File: src/rtl/ps2_keycode_rx.sv
`default_nettype none
// ============================================================================
// Module      : ps2_keycode_rx
// Description : PS/2 keyboard receiver. Conditions the raw ps2_clk/ps2_data
//               lines, deserialises 11-bit device-to-host frames, strips the
//               0xE0 (extended) and 0xF0 (break) prefixes and emits one
//               single-cycle key_valid strobe per make-code.
// Options     : PS2_PARITY_CHECK_EN - when defined, a bad odd-parity bit
//               fails the frame; when undefined the parity bit is ignored.
// Revision    : 1.0 - initial release
// ============================================================================
module ps2_keycode_rx #(
  parameter int CLK_HZ     = 50_000_000,
  parameter int FILTER_LEN = 8,
  parameter int TIMEOUT_US = 200
) (
  input  logic       clk,
  input  logic       rst_n,
  input  logic       ps2_clk,
  input  logic       ps2_data,
  output logic [7:0] key_code,
  output logic       key_extended,
  output logic       key_valid,
  output logic       frame_err
);

  // --------------------------------------------------------------------------
  // Constants
  // --------------------------------------------------------------------------
  // Filter counter must hold FILTER_LEN-1; +1 keeps the width non-zero for
  // a FILTER_LEN of 1.
  localparam int c_FILT_W = $clog2(FILTER_LEN + 1);
  localparam logic [c_FILT_W-1:0] c_FILT_MAX = c_FILT_W'(FILTER_LEN - 1);

  // Timeout terminal count in system clocks; the counter is sized so it can
  // reach the terminal count without wrapping.
  localparam int c_TO_TERM = (CLK_HZ / 1_000_000) * TIMEOUT_US;
  localparam int c_TO_W    = $clog2(c_TO_TERM + 1);
  localparam logic [c_TO_W-1:0] c_TO_MAX = c_TO_W'(c_TO_TERM);

  localparam logic [7:0] c_BYTE_EXT = 8'hE0;
  localparam logic [7:0] c_BYTE_BRK = 8'hF0;

  // Bit count value held while the stop bit is being received: start bit
  // sets the count to 1, so the 11th bit arrives when the count reads 10.
  localparam logic [3:0] c_LAST_BIT = 4'd10;

  typedef enum logic [1:0] {
    S_IDLE  = 2'd0,
    S_RECV  = 2'd1,
    S_CHECK = 2'd2
  } state_t;

  // --------------------------------------------------------------------------
  // Input conditioning
  // --------------------------------------------------------------------------
  logic                r_clk_s1;
  logic                r_clk_s2;
  logic                r_dat_s1;
  logic                r_dat_s2;
  logic                r_filt_clk;
  logic [c_FILT_W-1:0] r_filt_cnt;
  logic                r_strobe;

  // Two-flop synchronisers; both lines idle high so they reset high too.
  always_ff @(posedge clk or negedge rst_n) begin
    if (!rst_n) begin
      r_clk_s1 <= 1'b1;
      r_clk_s2 <= 1'b1;
      r_dat_s1 <= 1'b1;
      r_dat_s2 <= 1'b1;
    end else begin
      r_clk_s1 <= ps2_clk;
      r_clk_s2 <= r_clk_s1;
      r_dat_s1 <= ps2_data;
      r_dat_s2 <= r_dat_s1;
    end
  end

  // Glitch filter on the clock: flip the filtered level only after the
  // synchronised clock has disagreed with it for FILTER_LEN cycles in a row,
  // and raise a one-cycle sample strobe on every filtered falling edge.
  always_ff @(posedge clk or negedge rst_n) begin
    if (!rst_n) begin
      r_filt_clk <= 1'b1;
      r_filt_cnt <= '0;
      r_strobe   <= 1'b0;
    end else begin
      r_strobe <= 1'b0;
      if (r_clk_s2 != r_filt_clk) begin
        if (r_filt_cnt == c_FILT_MAX) begin
          r_filt_clk <= r_clk_s2;
          r_filt_cnt <= '0;
          r_strobe   <= r_filt_clk;   // only a 1 -> 0 transition samples
        end else begin
          r_filt_cnt <= r_filt_cnt + 1'b1;
        end
      end else begin
        r_filt_cnt <= '0;
      end
    end
  end

  // --------------------------------------------------------------------------
  // Frame FSM
  // --------------------------------------------------------------------------
  state_t              r_state;
  logic [3:0]          r_bit_cnt;
  logic [9:0]          r_shift;     // [7:0] data, [8] parity, [9] stop
  logic [c_TO_W-1:0]   r_to_cnt;

  logic w_timeout;
  logic w_check;
  logic w_parity_ok;
  logic w_good;
  logic w_bad;

  assign w_timeout = (r_state == S_RECV) && !r_strobe && (r_to_cnt == c_TO_MAX);
  assign w_check   = (r_state == S_CHECK);

`ifdef PS2_PARITY_CHECK_EN
  // Odd parity: data bits plus parity bit hold an odd number of ones.
  assign w_parity_ok = ^r_shift[8:0];
`else
  assign w_parity_ok = 1'b1;
`endif

  // The start bit was already required to be 0 to leave IDLE, so CHECK only
  // has to look at the stop bit and parity.
  assign w_good = w_check && r_shift[9] && w_parity_ok;
  assign w_bad  = (w_check && !w_good) || w_timeout;

  // Frame sequencing: hunt for a start bit, shift in ten more bits LSB first,
  // spend one cycle in CHECK, and abandon a frame whose clock stalls.
  always_ff @(posedge clk or negedge rst_n) begin
    if (!rst_n) begin
      r_state   <= S_IDLE;
      r_bit_cnt <= '0;
      r_shift   <= '0;
      r_to_cnt  <= '0;
    end else begin
      case (r_state)
        S_IDLE: begin
          r_to_cnt  <= '0;
          r_bit_cnt <= '0;
          if (r_strobe && !r_dat_s2) begin
            r_state   <= S_RECV;
            r_bit_cnt <= 4'd1;
          end
        end
        S_RECV: begin
          if (r_strobe) begin
            r_shift   <= {r_dat_s2, r_shift[9:1]};
            r_to_cnt  <= '0;
            r_bit_cnt <= r_bit_cnt + 4'd1;
            if (r_bit_cnt == c_LAST_BIT) begin
              r_state <= S_CHECK;
            end
          end else if (r_to_cnt == c_TO_MAX) begin
            r_state   <= S_IDLE;
            r_bit_cnt <= '0;
            r_to_cnt  <= '0;
          end else begin
            r_to_cnt <= r_to_cnt + 1'b1;
          end
        end
        S_CHECK: begin
          r_state <= S_IDLE;
        end
        default: begin
          r_state <= S_IDLE;
        end
      endcase
    end
  end

  // --------------------------------------------------------------------------
  // Protocol layer
  // --------------------------------------------------------------------------
  logic r_brk;
  logic r_ext;

  // Turn good bytes into make-code strobes: E0/F0 only set flags, a byte
  // after F0 is a release and is swallowed, anything else is a make-code.
  // Any frame error forgets a half-seen prefix sequence.
  always_ff @(posedge clk or negedge rst_n) begin
    if (!rst_n) begin
      r_brk        <= 1'b0;
      r_ext        <= 1'b0;
      key_code     <= '0;
      key_extended <= 1'b0;
      key_valid    <= 1'b0;
      frame_err    <= 1'b0;
    end else begin
      key_valid <= 1'b0;
      frame_err <= 1'b0;
      if (w_bad) begin
        frame_err <= 1'b1;
        r_brk     <= 1'b0;
        r_ext     <= 1'b0;
      end else if (w_good) begin
        if (r_shift[7:0] == c_BYTE_EXT) begin
          r_ext <= 1'b1;
        end else if (r_shift[7:0] == c_BYTE_BRK) begin
          r_brk <= 1'b1;
        end else if (r_brk) begin
          r_brk <= 1'b0;
          r_ext <= 1'b0;
        end else begin
          key_code     <= r_shift[7:0];
          key_extended <= r_ext;
          key_valid    <= 1'b1;
          r_ext        <= 1'b0;
        end
      end
    end
  end

endmodule
`default_nettype wire

File: config.mk
export PLATFORM = sky130hd
export DESIGN_NAME = ps2_keycode_rx
export DESIGN_NICKNAME = d
export VERILOG_FILES = /design/src/rtl/ps2_keycode_rx.sv
export SDC_FILE = /design/constraint.sdc
export NUM_CORES = 1
export LEC_CHECK = 0
export BUFFER_PORTS_ARGS = -buffer_cell sky130_fd_sc_hd__buf_2
export CAP_MARGIN = 10
export CORE_ASPECT_RATIO = 0.6
export CORE_MARGIN = 2
export CORE_UTILIZATION = 51
export DETAILED_ROUTE_END_ITERATION = 6
export PLACE_DENSITY = 0.69
export SLEW_MARGIN = 20
export SYNTH_ARGS = -nofsm -noshare
export SYNTH_HDL_FRONTEND = slang
export SYNTH_SLANG_ARGS = --single-unit
File: constraint.sdc
create_clock -name clk -period 2.85 [get_ports clk]
set_clock_uncertainty 0.1 [all_clocks]
set_input_delay 0 -clock clk [delete_from_list [all_inputs] [get_ports clk]]
set_output_delay 0 -clock clk [all_outputs]
set_load 0.05 [all_outputs]
==> reports/metrics.yaml <==
num_vias: 1684
synth_top_area_share_pct: 49.9
ys_warn_count: 0
fillCellCount: 374
final_antenna_net_count: 0
crit_chain: "or4b_1, or4_1, buf_4, a21oi_2, o22ai_1"
netlist_instances: 210
r2r-end: "r_bit_cnt[1]$_DFFE_PN0P_"
synth_compound_area_share_pct: 11.6
die_y_um: 57.2
timing.final.crit_share_pct: 87.7
clk_latency_ns: 0.30
dr.first_iter.drc_count: 133
cp_data_required_time_ns: 2.90
cts_root_buf: "clkbuf_8"
r2r_start: "r_to_cnt[7]$_DFFE_PN0P_"
grt_usage_pct: 19.3
diodes: 0
drt-total-wl_um: 4490
synth-edff-count: 0
post_synth_xor_area_fraction_pct: 0.728
cts_resized: 0
die-area_um2: 5300
hold_slack_ns: 0.155
port_buffers: 14
dp_hpwl_um: 3150
synth_top_family_by_area: "simple AND/OR/NAND/NOR gates"
status: "completed"
rows: 19
synthMuxAreaShare_pct: 9.78
cts_setup_buffers: 0
ctsHoldBuffers: 3
cts_buffer_depth: 2
final_core_utilization_pct: 58.6
syn-num-nets: 219
worstPathMaxFanout: 16
async_flop_share_pct: 100
max-cap-violations: 0
hold_viol: 0
rr_worst_depth: 5
synthAdderAreaFrac_pct: 2.60
multi_input_area_um2: 1000
crit_path_end_kind: "flop"
grt_pass1_wl_um: 7920
r2r_slack_ns: 0.35
syn_avg_cell_area_um2: 11.5
cts_tree: "built"
slew_violations: 0
grt-ovfl-total: 0
min-delay-path-class: "input port to asynchronous set/reset pin"
synth.ff_latch_count: 53
cpPeakStageDelay_ns: 0.67
avgViaCountPerCell: 5.73
slowest_stage: "or4_1"
final-setup-viol-count: 0
rsz0062_at_grt: "no"
avgRoutedWirePerCell_um: 15.3
drc_errors: 0
coreArea_um2: 4560
antenna_found_initial: 0
yosysSeqAreaShare_pct: 55.4
dpl_cell_area_um2: 2560
h-tree-depth: 2
first_pass_iters: 4
yosys.area_share.simple_pct: 16.7
powerDensity_nw_per_um2: 490
vdd_ir_drop_max_mv: 0.325
max_freq_mhz: 400
cts_buffers: 5
design_area_um2: 2680
cp.arrival_ns: 2.55
ys_top_cells_by_area: "dfrtp_1, mux2_2, dfstp_2"
io_pins: 15
crit_path_start_kind: "flop"
final_net_count: 240
netlist_area_um2: 2400
grt_max_degree: 51
drive_above_1_share_pct: 23.8
die_w_um: 92.7
p_leak_nw: 1.22
tightest_slew_ns: 0.671
start_util_pct: 52.7
cp-endpoint: "r_bit_cnt[1]$_DFFE_PN0P_"
seqCellArea_um2: 1330
yosysTopAreaCell: "dfrtp_1"
crit_type: "flop to flop"
ys.flop_type: "dfrtp_1"
clock-sinks: 53
path_clk_slew_ns: 0.09
crit_start: "r_to_cnt[7]$_DFFE_PN0P_"
synth.distinct_cells: 44
place_congestion: 0.831
final.min_clock_period_ns: 2.50
grt_pass1_vias: 1607
maxSlewHeadroom_pct: 55.1
final.setup.tns_ns: 0
syn_to_final_growth_pct: 11.2
==> power breakdown <==
part | total (W) | leakage [nW] | switching (W) | internal, W
sequential | 0.000804 | 0.721 | 0.0000196 | 0.000784
clock | 0.000427 | 0.0443 | 0.000234 | 0.000193
combinational | 0.0000790 | 0.452 | 0.0000419 | 0.0000372
==> cell families after synthesis <==
| family | Yosys count |
|---|---|
| multiplexers | 21 |
| AO/OA/AOI/OAI | 40 |
| XOR/XNOR | 2 |
| flip-flops | 53 |
| buffers and inverters | 18 |
| adder cells (fa/ha/maj) | 5 |
| AND/OR/NAND/NOR | 71 |
==> synthesized netlist by cell type (2+ instances only) <==
library cell and count:
a31o_1 2, a21oi_1 3, o21ai_1 4, a31oi_1 14, a22o_1 3, nand3b_1 4
o211ai_1 3, buf_2 2, inv_1 10, nor2_1 13, o22ai_1 3, dfrtp_1 48
dfstp_2 5, and3_1 3, ha_1 5, nor3_1 2, or3_1 2, xnor2_1 2
clkbuf_1 5, nor3b_1 4, nand4_1 2, a41oi_1 2, nand3_1 14, nand2_1 12
or4_1 5, mux2_2 20
==> stage by stage <==
step | setup WS [ns] | total power [W] | cells
after CTS | 0.362 | 0.00132 | 294
after floorplan | 0.648 | 0.000862 | 210
after global routing | 0.230 | 0.00137 | 294
after global placement | 0.432 | 0.000892 | 284
after detailed placement | 0.385 | 0.000894 | 284
final | 0.349 | 0.00131 | 294
==> placed cells by master, fill, tap and decap left out, types with 2 or more instances in the layout <==
cell           count
or4_1              5
inv_1             10
o21ai_1            4
a31o_1             2
buf_2             13
a22o_1             3
nor3_1             2
and3_1             3
dfrtp_1           48
o211ai_1           3
a41oi_1            2
nor3b_1            3
nand4_1            2
nand3_1           14
o22ai_1            3
or3_1              2
xnor2_1            2
dfstp_2            5
nand3b_1           4
ha_1               5
a21oi_1            3
mux2_2            20
nand2_1           12
clkbuf_8           6
buf_4              6
a31oi_1           14
nor2_1            13
dlygate4sd3_1      3
==> cell type report <==
| class | count | share of cell area (%) |
|---|---|---|
| multi-input combinational | 139 | 37.4 |
| sequential | 53 | 49.8 |
| clock buffer | 7 | 3.23 |
| timing repair buffer | 22 | 5.24 |
| tap | 63 | 2.95 |
| inverter | 10 | 1.40 |
==> registers in the layout, indices dropped and copies added (netlist names), 2 cells and up <==
register	count
key_code	8
r_bit_cnt	4
r_filt_cnt	4
r_shift	10
r_state	2
r_to_cnt	14
==> routing by layer <==
layer	global-route usage [%]	vias up	routed length [µm]
met2	27.2	57	1870
met4	4.41	0	14
met5	0	-	0
li1	-	816	-
met1	29.8	809	2240
met3	5.55	2	368
==> how the worst min path moves through the flow <==
stage | from | endpoint | slack, ns | cells past startpoint
CTS | ps2_data | r_dat_s1$_DFF_PN1_ | 0.23 | 2
detailed placement | ps2_data | r_dat_s1$_DFF_PN1_ | 0.006 | 1
finish | rst_n | key_code[3]$_DFFE_PN0P_ | 0.15 | 2
floorplan | rst_n | frame_err$_DFF_PN0_ | -0.40 | 0
global route | rst_n | key_code[1]$_DFFE_PN0P_ | 0.20 | 2
global placement | ps2_clk | r_clk_s1$_DFF_PN1_ | 0.007 | 1
==> worst max-delay path, delay by kind of cell (launching register included) <==
| kind | cells | cell delay, ns |
|---|---|---|
| simple gates | 2 | 1.17 |
| compound gates | 2 | 0.35 |
| flops | 1 | 0.45 |
| buf+inv | 1 | 0.27 |
Note: power is estimated with default switching activity, not from simulation.
